===== src/rtl/uart_tx_frame.sv =====
// Self-timed UART transmit frame engine: start bit, DATA_W data bits LSB-first,
// optional parity, one or two stop bits, with an internal baud counter.
module uart_tx_frame #(
    parameter int DATA_W       = 8,
    parameter int CLKS_PER_BIT = 16,
    parameter int PARITY       = 0,
    parameter int STOP_BITS    = 1
) (
    input  logic              clk,
    input  logic              rst,
    input  logic              LOAD,
    input  logic [DATA_W-1:0] DATA,
    output logic              TX,
    output logic              BUSY,
    output logic              DONE
);

    localparam int CNT_W = (CLKS_PER_BIT > 2) ? $clog2(CLKS_PER_BIT) : 1;
    localparam int BIT_W = $clog2(DATA_W + 1);
    localparam logic [CNT_W-1:0] CNT_LAST  = CNT_W'(CLKS_PER_BIT - 1);
    localparam logic [CNT_W-1:0] CNT_PRE   = CNT_W'(CLKS_PER_BIT - 2);
    localparam logic [BIT_W-1:0] DATA_LAST = BIT_W'(DATA_W - 1);
    localparam logic [BIT_W-1:0] STOP_LAST = BIT_W'(STOP_BITS - 1);
    localparam logic             ODD_PAR   = (PARITY == 2);

    if (DATA_W < 5 || DATA_W > 9) begin : g_bad_data_w
        $error("uart_tx_frame: DATA_W must be 5..9");
    end
    if (CLKS_PER_BIT < 2) begin : g_bad_clks
        $error("uart_tx_frame: CLKS_PER_BIT must be at least 2");
    end
    if (PARITY < 0 || PARITY > 2) begin : g_bad_parity
        $error("uart_tx_frame: PARITY must be 0, 1 or 2");
    end
    if (STOP_BITS < 1 || STOP_BITS > 2) begin : g_bad_stop
        $error("uart_tx_frame: STOP_BITS must be 1 or 2");
    end

    typedef enum logic [2:0] {
        S_IDLE   = 3'd0,
        S_START  = 3'd1,
        S_DATA   = 3'd2,
        S_PARITY = 3'd3,
        S_STOP   = 3'd4
    } state_t;

    function automatic logic parity_f(input logic [DATA_W-1:0] d, input logic odd);
        return (^d) ^ odd;
    endfunction

    state_t            state_q, state_d;
    logic [DATA_W-1:0] shift_q, shift_d;
    logic [CNT_W-1:0]  cnt_q, cnt_d;
    logic [BIT_W-1:0]  bit_q, bit_d;
    logic              par_q, par_d;
    logic              tx_q, tx_d;
    logic              busy_q, busy_d;
    logic              done_q, done_d;
    logic              bit_end_s;

    // Next-state logic; TX/BUSY are derived from the next state so the outputs stay registered.
    always_comb begin
        state_d   = state_q;
        shift_d   = shift_q;
        bit_d     = bit_q;
        par_d     = par_q;
        bit_end_s = (cnt_q == CNT_LAST);
        cnt_d     = bit_end_s ? '0 : cnt_q + CNT_W'(1);
        case (state_q)
            S_IDLE: begin
                cnt_d = '0;
                bit_d = '0;
                if (LOAD) begin
                    state_d = S_START;
                    shift_d = DATA;
                    par_d   = parity_f(DATA, ODD_PAR);
                end else begin
                    state_d = S_IDLE;
                end
            end
            S_START: begin
                if (bit_end_s) begin
                    state_d = S_DATA;
                end else begin
                    state_d = S_START;
                end
            end
            S_DATA: begin
                if (bit_end_s) begin
                    shift_d = shift_q >> 1;
                    if (bit_q == DATA_LAST) begin
                        bit_d   = '0;
                        state_d = (PARITY != 0) ? S_PARITY : S_STOP;
                    end else begin
                        bit_d = bit_q + BIT_W'(1);
                    end
                end else begin
                    state_d = S_DATA;
                end
            end
            S_PARITY: begin
                if (bit_end_s) begin
                    state_d = S_STOP;
                end else begin
                    state_d = S_PARITY;
                end
            end
            S_STOP: begin
                if (bit_end_s) begin
                    if (bit_q == STOP_LAST) begin
                        bit_d   = '0;
                        state_d = S_IDLE;
                    end else begin
                        bit_d = bit_q + BIT_W'(1);
                    end
                end else begin
                    state_d = S_STOP;
                end
            end
            default: begin
                state_d = S_IDLE;
                cnt_d   = '0;
                bit_d   = '0;
            end
        endcase

        case (state_d)
            S_IDLE:   tx_d = 1'b1;
            S_START:  tx_d = 1'b0;
            S_DATA:   tx_d = shift_d[0];
            S_PARITY: tx_d = par_d;
            S_STOP:   tx_d = 1'b1;
            default:  tx_d = 1'b1;
        endcase
        busy_d = (state_d != S_IDLE);
        // DONE lands in the final clk of the last stop bit, one cycle before BUSY drops.
        done_d = (state_q == S_STOP) && (bit_q == STOP_LAST) && (cnt_q == CNT_PRE);
    end

    // Frame engine state and registered outputs.
    always_ff @(posedge clk or negedge rst) begin
        if (!rst) begin
            state_q <= S_IDLE;
            shift_q <= '0;
            cnt_q   <= '0;
            bit_q   <= '0;
            par_q   <= 1'b0;
            tx_q    <= 1'b1;
            busy_q  <= 1'b0;
            done_q  <= 1'b0;
        end else begin
            state_q <= state_d;
            shift_q <= shift_d;
            cnt_q   <= cnt_d;
            bit_q   <= bit_d;
            par_q   <= par_d;
            tx_q    <= tx_d;
            busy_q  <= busy_d;
            done_q  <= done_d;
        end
    end

    assign TX   = tx_q;
    assign BUSY = busy_q;
    assign DONE = done_q;

endmodule

===== config.mk =====
export PLATFORM = sky130hd
export DESIGN_NAME = uart_tx_frame
export DESIGN_NICKNAME = d
export VERILOG_FILES = /design/src/rtl/uart_tx_frame.sv
export SDC_FILE = /design/constraint.sdc
export NUM_CORES = 1
export LEC_CHECK = 0
export CELL_PAD_IN_SITES_DETAIL_PLACEMENT = 0
export CELL_PAD_IN_SITES_GLOBAL_PLACEMENT = 2
export CORE_ASPECT_RATIO = 1.5
export CORE_MARGIN = 2
export CORE_UTILIZATION = 37
export CTS_CLUSTER_DIAMETER = 200
export CTS_CLUSTER_SIZE = 30
export DETAILED_ROUTE_END_ITERATION = 10
export GPL_TIMING_DRIVEN = 0
export PLACE_DENSITY = 0.89
export SLEW_MARGIN = 20
export SYNTH_ARGS = -nofsm -noshare
export SYNTH_HDL_FRONTEND = slang
export SYNTH_SLANG_ARGS = --single-unit
export TNS_END_PERCENT = 10

===== constraint.sdc =====
create_clock -name clk -period 5.2 [get_ports clk]
set_clock_uncertainty 0.15 [all_clocks]
set_input_delay 1.04 -clock clk [delete_from_list [all_inputs] [get_ports clk]]
set_output_delay 1.04 -clock clk [all_outputs]
set_load 0.03 [all_outputs]

==> metrics.txt, run 1 <==
top cell family by delay on the critical path=buffers and inverters; largest stage delay on the critical path=0.65 ns; mean area per synthesized cell=9.808 µm²; slowest CP cell=sky130_fd_sc_hd__clkdlybuf4s50_1; P_leak=0.6177 nW; initial core utilization=38.50%; count of buffering cells on the critical path with inverters included=1; Fillers=335; number of levels in the clock H-tree=1; post-layout min period=2.620 ns; vias in the first global route=959; Placed Cells=177; simple-gate share of the synthesized area=22.53%; sort of element at the end of the critical path=output port; xor and xnor fraction of the mapped netlist area=6.481%; Synth top area share=45.27%; Highest Clock Rate=0.3817 GHz; most used flip-flop cell after synthesis=sky130_fd_sc_hd__dfrtp_1; library cell with the highest instance count after synthesis=sky130_fd_sc_hd__dfrtp_1; CP Class=reg -> out; beginning of the critical path=TX; die extent in y=74.22 µm; sequential fraction of the synthesis area=47.43%; buffers added on ports=13; I/O pins=14; sum of negative setup slack=0 ns; Post-synth EDFFs=0; buffer levels on the longest clock path=2; area added between synthesis and finish=18.11%; sequential cell fraction of total power=57.2%; switching power as a share of total power=21.84%; clock latency at the later pin of the worst-skew pair=0.26 ns; number of nets still failing antenna checks after routing=0; maximum number of pins on one net before global-route repair=24; number of maximum-capacitance violations=0; worst path setup slack after routing=2.580 ns; final-report setup violation count=0; number of DRC markers in iteration 0=20; clock network power share=34.1%; CORE AREA=0.003159 mm²; Min-Delay Startpoint=shift_q[2]; sequential cell area=576.8 µm²; Yosys reg bits=23; finished layout cell area=0.001436 mm²; cell area power density=225.0 mW/mm²; most used standard cells in the synthesized netlist=22 x sky130_fd_sc_hd__dfrtp_1, 19 x sky130_fd_sc_hd__nand2_1, 10 x sky130_fd_sc_hd__o21ai_0; final number of hold-violating endpoints=0; vias per inst=5.193; Async SR Flop Fraction=100.0%; post-route non-filler standard cell count=181; peak ir drop on the vdd network=0.0001577 V; net count of the mapped netlist=139; number of distinct library cell variants in the gate-level netlist after synthesis=34; antenna fix cells=0; WP data required=4.01 ns; DP HPWL=1910 µm; combinational cell fraction of total power=8.7%; Num CTS Buffers=3; adder and majority gate portion of the synthesized area=4.115%; setup slack, reg-to-reg=3.15 ns; All-Layer GR Usage=14.66%; total clock sinks=23; Worst R2R End=bit_q[2]; width of the die=50.81 µm; floorplan die area=0.003771 mm²; CP cell instances=clkdlybuf4s50_1; outcome=finished, final reports clean; area after detailed placement=0.001396 mm²; aggregate global routing overflow=0; worst hold stages=2; area occupied by multi-input gates=596.8 µm²; Final Max Tran Viols=0; setup repair bufs after CTS=0; final layout net count=157; share of post-route cells with drive strength above 1=9.220%; share of the synthesized area in compound gates (AO/OA/AOI/OAI)=15.95%; net switching power=0.07058 mW; number of detailed-route iterations in the first pass=4; Worst slew margin=59.57%; Setup Slack @ Placement=2.479 ns; total via count after detailed routing=940; routability cong.=0.7031; std cell rows=25; highest net fanout along the worst path=1; library cell used as clock root buffer=sky130_fd_sc_hd__clkbuf_8; setup repair after global routing missed its margin=false; # DRC=0; Slew @ Worst Pin=0.6001 ns; initial antenna violation count=0; clock tree from TritonCTS=yes; overall power consumption=0.3231 mW; count of cells resized by post-cts repair=0; total of warnings raised by yosys=0; Post-Syn Area=0.001216 mm²; endpoint arrival time on the critical path=1.43 ns; count of hold buffers inserted by post-cts repair=0; average wire length per cell after detail routing=13.99 µm; wire length reported by the detailed router=2533 µm; main combinational cell family by area after synthesis=simple AND/OR/NAND/NOR gates; min-delay worst type=reg -> reg; number of gates on the worst path with buffers counted=1; internal cell power=0.2526 mW; kind of start point of the critical path=register; path depth of the worst reg2reg path=6; capturing element of the worst setup path=TX; worst reg2reg startpoint=cnt_q[0]; dominant cells by area after synthesis=sky130_fd_sc_hd__dfrtp_1 45%, sky130_fd_sc_hd__nand2_1 5.9%, sky130_fd_sc_hd__xnor2_1 5.8%; mux cell area share after synthesis=0%; wire length of the first global-routing pass=4195 µm; CTS clock-pin slew for the worst setup and hold paths=0.08 ns; post-synthesis cell count=124; final clock period utilization by the worst path=50.39%; most area-hungry cell type in the Yosys netlist=sky130_fd_sc_hd__dfrtp_1
registers in the layout (all words and copies together), names as in the netlist:
name / flops
shift_q: 8
bit_q: 4
cnt_q: 4
state_q: 3
BUSY: 1
DONE: 1
TX: 1
par_q: 1
metrics by stage:
stage	hold WS (ns)	utilization [%]
floorplan	0.2964	-
global placement	0.3125	44.20
detailed placement	0.3127	44.20
CTS	0.3325	45.62
global route	0.3560	45.47
finish	0.3332	45.47
cell usage in the layout, fill, tap and decap left out, drive strengths merged, types with 4 or more instances in the layout:
master,count
clkbuf,5
a21oi,7
nand3,5
nor3,4
inv,6
o21ai,11
xnor2,8
clkdlybuf4s50,12
nand2,19
nor2,5
ha,4
a22oi,6
dfrtp,22
worst min path at each step:
stage / endpoint
2_1_floorplan: shift_q[1]
3_3_place_gp: shift_q[6]
3_5_place_dp: shift_q[2]
4_1_cts: shift_q[2]
5_1_grt: shift_q[2]
6_report: shift_q[2]
area by class of cell:
type / instances / share of cell area (%)
Timing Repair Buffer: 13 / 8.711
Tap cell: 40 / 3.484
Inverter: 6 / 1.568
Multi-Input combinational cell: 92 / 41.55
Sequential cell: 23 / 40.16
Clock buffer: 4 / 3.136
Buffer: 3 / 1.394
worst register-to-register path, cell delays in order (launching register included):
cell and delay [ns]:
sky130_fd_sc_hd__dfrtp_1 0.43, sky130_fd_sc_hd__ha_1 0.27, sky130_fd_sc_hd__nand3_1 0.22, sky130_fd_sc_hd__a21oi_1 0.12, sky130_fd_sc_hd__o21ai_0 0.50, sky130_fd_sc_hd__o21ai_0 0.17
sky130_fd_sc_hd__o21ai_0 0.10
cells by family (layout without fill, tap and decap cells):
kind of cell	after synthesis	in the layout
simple gates	48	48
xor+xnor	9	9
fa+ha+maj	4	4
compound gates	31	31
flops	23	23
buf+inv	9	26
metal layers:
metal	up-vias	global-route usage [%]	part of all wire [%]
met2	15	28.36	53
met4	0	4.505	1.4
met1	453	16.28	42
met3	4	2.209	3.2
met5	-	0	0
li1	468	-	-
power groups by stage:
stage,Sequential [mW],Clock (mW),Combinational (mW)
2_1_floorplan,0.189,0,0.0126
5_1_grt,0.185,0.120,0.0316
3_3_place_gp,0.188,0,0.0290
4_1_cts,0.185,0.113,0.0299
3_5_place_dp,0.189,0,0.0296
6_report,0.185,0.110,0.0283
No activity file was read; power rests on OpenSTA's default activity.
==> run 2, diff against run 1 <==
--- a/config.mk
+++ b/config.mk
@@ -9,12 +9,12 @@
 export CELL_PAD_IN_SITES_GLOBAL_PLACEMENT = 2
 export CORE_ASPECT_RATIO = 1.5
 export CORE_MARGIN = 2
-export CORE_UTILIZATION = 37
+export CORE_UTILIZATION = 31
 export CTS_CLUSTER_DIAMETER = 200
 export CTS_CLUSTER_SIZE = 30
 export DETAILED_ROUTE_END_ITERATION = 10
 export GPL_TIMING_DRIVEN = 0
-export PLACE_DENSITY = 0.89
+export PLACE_DENSITY = 0.8
 export SLEW_MARGIN = 20
 export SYNTH_ARGS = -nofsm -noshare
 export SYNTH_HDL_FRONTEND = slang
==> constraint.sdc (replaced) <==
create_clock -name clk -period 2.3 [get_ports clk]
set_clock_uncertainty 0.15 [all_clocks]
set_input_delay 0.46 -clock clk [delete_from_list [all_inputs] [get_ports clk]]
set_output_delay 0.46 -clock clk [all_outputs]
set_load 0.03 [all_outputs]
==> run 2 against run 1 <==
  * Clock power is 130% higher
  * Non-clock buffer count stayed put
  * Clock-buffer cell count is 1 lower
  * Final cell count is 1.7% higher
  * Routed wire length is 0.87% lower
  * Critical endpoint unchanged
  * Highest routed layer unchanged
==> metrics.txt, run 2 (synthesis results as in run 1) <==
CORE AREA=0.003716 mm² (+18%); total via count after detailed routing=947 (+0.74%); WP data required=1.69 ns (-2.32 ns); slowest CP cell=sky130_fd_sc_hd__clkdlybuf4s50_1; min-delay worst type=in -> async; setup repair bufs after CTS=0 (unchanged); highest net fanout along the worst path=1 (unchanged); cell area power density=509.2 mW/mm² (+130%); Fillers=399 (+19%); wire length of the first global-routing pass=4353 µm (+3.8%); # DRC=0 (unchanged); setup slack, reg-to-reg=0.25 ns (-2.90 ns); leading cell types in the layout, fill and taps excluded=22 x sky130_fd_sc_hd__dfrtp_1, 19 x sky130_fd_sc_hd__nand2_1, 12 x sky130_fd_sc_hd__clkdlybuf4s50_1; die extent in y=80.71 µm (+8.8%); final clock period utilization by the worst path=89.48%; clock latency at the later pin of the worst-skew pair=0.27 ns (about the same); worst path setup slack after routing=0.2419 ns (-2.338 ns); number of nets still failing antenna checks after routing=0 (unchanged); post-layout min period=2.058 ns; Setup Slack @ Placement=0.1348 ns (-2.344 ns); vias per inst=5.147 (-0.90%); Highest Clock Rate=0.4859 GHz; sequential cell area=576.8 µm² (unchanged); initial antenna violation count=0 (unchanged); setup repair after global routing missed its margin=false; endpoint arrival time on the critical path=1.45 ns (+0.02 ns); register containing the most flip-flops in the final layout=shift_q; antenna fix cells=0 (unchanged); number of maximum-capacitance violations=0 (unchanged); CTS clock-pin slew for the worst setup and hold paths=0.09 ns (about the same); routability cong.=0.7021 (-0.14%); Num CTS Buffers=3 (unchanged); number of gates on the worst path with buffers counted=1 (unchanged); clock tree from TritonCTS=yes; count of hold buffers inserted by post-cts repair=0 (unchanged); CP Class=reg -> out; peak ir drop on the vdd network=0.0002240 V (+42%); aggregate global routing overflow=0 (unchanged); final layout net count=157 (unchanged); largest stage delay on the critical path=0.66 ns (about the same); maximum number of pins on one net before global-route repair=24 (unchanged); wire length reported by the detailed router=2511 µm (-0.87%); share of post-route cells with drive strength above 1=9.929% (+0.71 points); largest registers=shift_q x8, bit_q x4, cnt_q x4; area occupied by multi-input gates=596.8 µm² (unchanged); total clock sinks=23 (unchanged); buffer levels on the longest clock path=2 (unchanged); count of cells resized by post-cts repair=0 (unchanged); Final Max Tran Viols=0 (unchanged); buffers added on ports=13 (unchanged); flip-flop count of the largest register, all copies and words added=8 (unchanged); average wire length per cell after detail routing=13.65 µm (-2.5%); number of detailed-route iterations in the first pass=4 (unchanged); vias in the first global route=1030 (+7.4%); CP cell instances=clkdlybuf4s50_1; library cell used as clock root buffer=sky130_fd_sc_hd__clkbuf_8; floorplan die area=0.004450 mm² (+18%); kind of start point of the critical path=register; I/O pins=14 (unchanged); std cell rows=27 (+8.0%); top cell family by delay on the critical path=buffers and inverters; initial core utilization=32.73% (-5.8 points); sum of negative setup slack=0 ns (unchanged); area added between synthesis and finish=18.52%; commonest non-fill, non-tap cell in the layout=sky130_fd_sc_hd__dfrtp_1; final number of hold-violating endpoints=0 (unchanged); number of levels in the clock H-tree=1 (unchanged); Slew @ Worst Pin=0.5959 ns (-0.004216 ns); All-Layer GR Usage=13.46% (-1.2 points); P_leak=0.6205 nW (+0.44%); path depth of the worst reg2reg path=6 (unchanged); DP HPWL=1936 µm (+1.4%); Worst slew margin=59.86% (+0.28 points); width of the die=55.14 µm (+8.5%); outcome=finished, final reports clean; final-report setup violation count=0 (unchanged); sort of element at the end of the critical path=output port; count of buffering cells on the critical path with inverters included=1 (unchanged); number of DRC markers in iteration 0=44 (+120%)
==> run 2: per-stage QoR <==
step	hold WS, ns	total power [mW]	std cells	cell area [µm²]	util, %
after floorplan	0.01441	0.4552	124	1216	-
after global placement	0.3150	0.4917	180	1400	37.68
after detailed placement	0.3182	0.4938	180	1400	37.68
after CTS	0.3370	0.7485	184	1446	38.92
after global routing	0.04832	0.7727	184	1441	38.79
final	0.01116	0.7340	184	1441	38.79
==> run 2: path summary, 6_finish.rpt <==
path / start / endpoint
setup reg to reg: cnt_q[0] / bit_q[2]
setup / recovery: TX / TX
hold / removal: rst / state_q[0]
max in group asynchronous: rst / TX
min in group clk: shift_q[4] / shift_q[4]
hold reg to reg: shift_q[4] / shift_q[4]
==> run 2: where the power goes <==
group / internal (mW) / switching (mW) / leakage (nW) / total [mW]
sequential: 0.414 / 0.00418 / 0.290 / 0.418
combinational: 0.0339 / 0.0304 / 0.305 / 0.0643
clock: 0.121 / 0.131 / 0.0255 / 0.252
==> run 2: layer usage <==
layer,wire length (µm),track usage [%],vias up
li1,-,-,467
met1,1036,14.57,462
met2,1348,24.29,16
met3,109,2.416,2
met4,17,5.854,0
met5,0,0,-
==> run 2: final cells by class <==
class	count	share of cell area [%]
Clock buffer	3	2.865
Tap cell	43	3.733
Clock inverter	1	0.3472
Inverter	6	1.563
Timing Repair Buffer	13	8.681
Buffer	3	1.389
Multi-Input combinational cell	92	41.41
Sequential cell	23	40.02
==> run 3, diff against run 2 <==
==> constraint.sdc (replaced) <==
create_clock -name clk -period 1.7 [get_ports clk]
set_clock_uncertainty 0.15 [all_clocks]
set_input_delay 0.34 -clock clk [delete_from_list [all_inputs] [get_ports clk]]
set_output_delay 0.34 -clock clk [all_outputs]
set_load 0.03 [all_outputs]
==> run 3 against run 2 <==
  * The run now ends with negative setup slack left
  * Power grew 36%
  * Sequential share of layout area shrank 1.9 points
  * Die area is the same
  * Sequential power grew 35%
  * First-iteration DRC count shrank 48%
  * Setup slack lost 0.45 ns
  * Register-to-register slack lost 0.46 ns
  * Final cell count grew 2.7%
  * Clock power grew 35%
  * Routed wire length grew 3.1%
  * Clock-buffer cell count is the same
  * Global-route usage shrank 0.33 points
  * Critical endpoint is now BUSY
  * Largest power group unchanged
  * Highest routed layer unchanged
==> metrics.txt, run 3 (synthesis results as in run 1) <==
area added between synthesis and finish=24.59%; sort of element at the end of the critical path=register; Worst slew margin=64.94% (+5.1 points); floorplan die area=0.004450 mm² (unchanged); largest registers=shift_q x8, bit_q x4, cnt_q x4; CORE AREA=0.003716 mm² (unchanged); clock latency at the later pin of the worst-skew pair=0.27 ns (about the same); flip-flop count of the largest register, all copies and words added=8 (unchanged); routability cong.=0.7090 (+0.98%); kind of start point of the critical path=register; number of nets still failing antenna checks after routing=0 (unchanged); leading cell types in the layout, fill and taps excluded=22 x sky130_fd_sc_hd__dfrtp_1, 19 x sky130_fd_sc_hd__nand2_1, 9 x sky130_fd_sc_hd__clkdlybuf4s50_1; buffer levels on the longest clock path=2 (unchanged); commonest non-fill, non-tap cell in the layout=sky130_fd_sc_hd__dfrtp_1; peak ir drop on the vdd network=0.0003174 V (+42%); buffers added on ports=13 (unchanged); DR WL met3=114 µm (+4.6%); library cell used as clock root buffer=sky130_fd_sc_hd__clkbuf_8; final clock period utilization by the worst path=112.3%; highest net fanout along the worst path=4 (+3); wire length reported by the detailed router=2590 µm (+3.1%); number of detailed-route iterations in the first pass=4 (unchanged); final-report setup violation count=5 (+5); min-delay worst type=reg -> reg; average wire length per cell after detail routing=13.70 µm (+0.42%); Final Max Tran Viols=0 (unchanged); WL met1=1107 µm (+6.9%); overall power consumption=0.9946 mW (+36%); CP Class=reg -> reg; # DRC=0 (unchanged); post-layout min period=1.909 ns; violations in the final reports=negative setup slack; share of post-route cells with drive strength above 1=17.12% (+7.2 points); Setup Slack @ Placement=-0.3527 ns (-0.4875 ns); cell area power density=656.4 mW/mm² (+29%); metal2 WL=1332 µm (-1.2%); WP data required=1.70 ns (about the same); endpoint arrival time on the critical path=1.91 ns (+0.46 ns); width of the die=55.14 µm (unchanged); All-Layer GR Usage=13.14% (-0.33 points); DP HPWL=1932 µm (-0.19%); outcome=finished, violations left; maximum number of pins on one net before global-route repair=24 (unchanged); I/O pins=14 (unchanged); CTS clock-pin slew for the worst setup and hold paths=0.09 ns (about the same); top layer reached by signal wires=met4; final number of hold-violating endpoints=0 (unchanged); Num CTS Buffers=3 (unchanged); vias per inst=5.063 (-1.6%); number of levels in the clock H-tree=1 (unchanged); clock tree from TritonCTS=yes; total via count after detailed routing=957 (+1.1%); die extent in y=80.71 µm (unchanged); register containing the most flip-flops in the final layout=shift_q; vias in the first global route=934 (-9.3%); total clock sinks=23 (unchanged); antenna fix cells=0 (unchanged); Highest Clock Rate=0.5237 GHz; initial antenna violation count=0 (unchanged); Slew @ Worst Pin=0.5259 ns (-0.06993 ns); aggregate global routing overflow=0 (unchanged); number of maximum-capacitance violations=0 (unchanged); Fillers=392 (-1.8%); std cell rows=27 (unchanged); number of DRC markers in iteration 0=23 (-48%); setup repair after global routing missed its margin=true; initial core utilization=32.73% (unchanged); worst path setup slack after routing=-0.2094 ns (-0.4513 ns); P_leak=0.6555 nW (+5.7%); wire length of the first global-routing pass=4229 µm (-2.8%); final layout net count=162 (+3.2%)
==> run 3: cell count changes in the layout (fill, tap and decap cells not counted), moves of 2 or more <==
cell and change:
sky130_fd_sc_hd__clkdlybuf4s50_1 -3, sky130_fd_sc_hd__a21oi_2 +2, sky130_fd_sc_hd__o21ai_1 +2, sky130_fd_sc_hd__o21ai_0 -3, sky130_fd_sc_hd__dlygate4sd2_1 +2, sky130_fd_sc_hd__buf_4 +6, sky130_fd_sc_hd__a21oi_1 -2
==> run 3: stage by stage <==
stage | TNS [ns] | std cells | instance area [µm²] | util [%] | hold WS, ns
floorplan | -0.1529 | 124 | 1216 | - | -0.1056
global placement | -5.550 | 180 | 1400 | 37.68 | 0.3133
detailed placement | -7.366 | 180 | 1400 | 37.68 | 0.3173
CTS | -0.8227 | 185 | 1474 | 39.66 | 0.3358
global route | -1.323 | 189 | 1515 | 40.77 | 0.3667
finish | -0.4929 | 189 | 1515 | 40.77 | 0.3302
==> run 3: path summary, 6_finish.rpt <==
kind	from	end	slack [ns]	cells after the start
max	bit_q[0]	BUSY	-0.21	6
min	shift_q[6]	shift_q[6]	0.33	2
max reg2reg	bit_q[0]	BUSY	-0.21	6
min reg2reg	shift_q[6]	shift_q[6]	0.33	2
max in group asynchronous	rst	TX	0.61	2
min in group asynchronous	rst	bit_q[0]	0.43	2
==> run 3: routing by layer <==
layer  vias to the layer above  track usage (%)
met4                         0            5.122
met3                         4            2.416
met2                        14            22.02
li1                        483                -
met5                         -                0
met1                       456            16.12
==> run 3: cell type report <==
cell class | instances | area (µm²) | area share (%)
buffer | 3 | 26.28 | 1.734
clock buffer | 3 | 41.29 | 2.725
clock inverter | 1 | 5.005 | 0.3303
inverter | 6 | 22.52 | 1.486
multi-input combinational | 92 | 626.9 | 41.37
sequential | 23 | 576.8 | 38.07
tap | 43 | 53.80 | 3.551
timing repair buffer | 18 | 162.7 | 10.73
==> run 3: repair_timing <==
item,CTS,global route
endpoints found under the setup margin,17,19
setup buffers,1,3
endpoints found under the hold margin,0,22
resized for setup,10,9
pin swaps,1,1
hold buffers,0,1
==> run 3: critical path: stages, from the launching register on <==
cell                       delay, ns
sky130_fd_sc_hd__dfrtp_1        0.42
sky130_fd_sc_hd__inv_1          0.07
sky130_fd_sc_hd__ha_1           0.13
sky130_fd_sc_hd__or3b_4         0.39
sky130_fd_sc_hd__o211ai_1       0.16
sky130_fd_sc_hd__o21ai_1        0.12
sky130_fd_sc_hd__or3_1          0.35
==> run 3: report_power, final <==
group	total (mW)	switching, mW	internal, mW	leakage (nW)
sequential	0.566	0.00609	0.560	0.290
clock	0.340	0.176	0.164	0.0255
combinational	0.0890	0.0422	0.0468	0.340
total	0.995	0.225	0.770	0.656
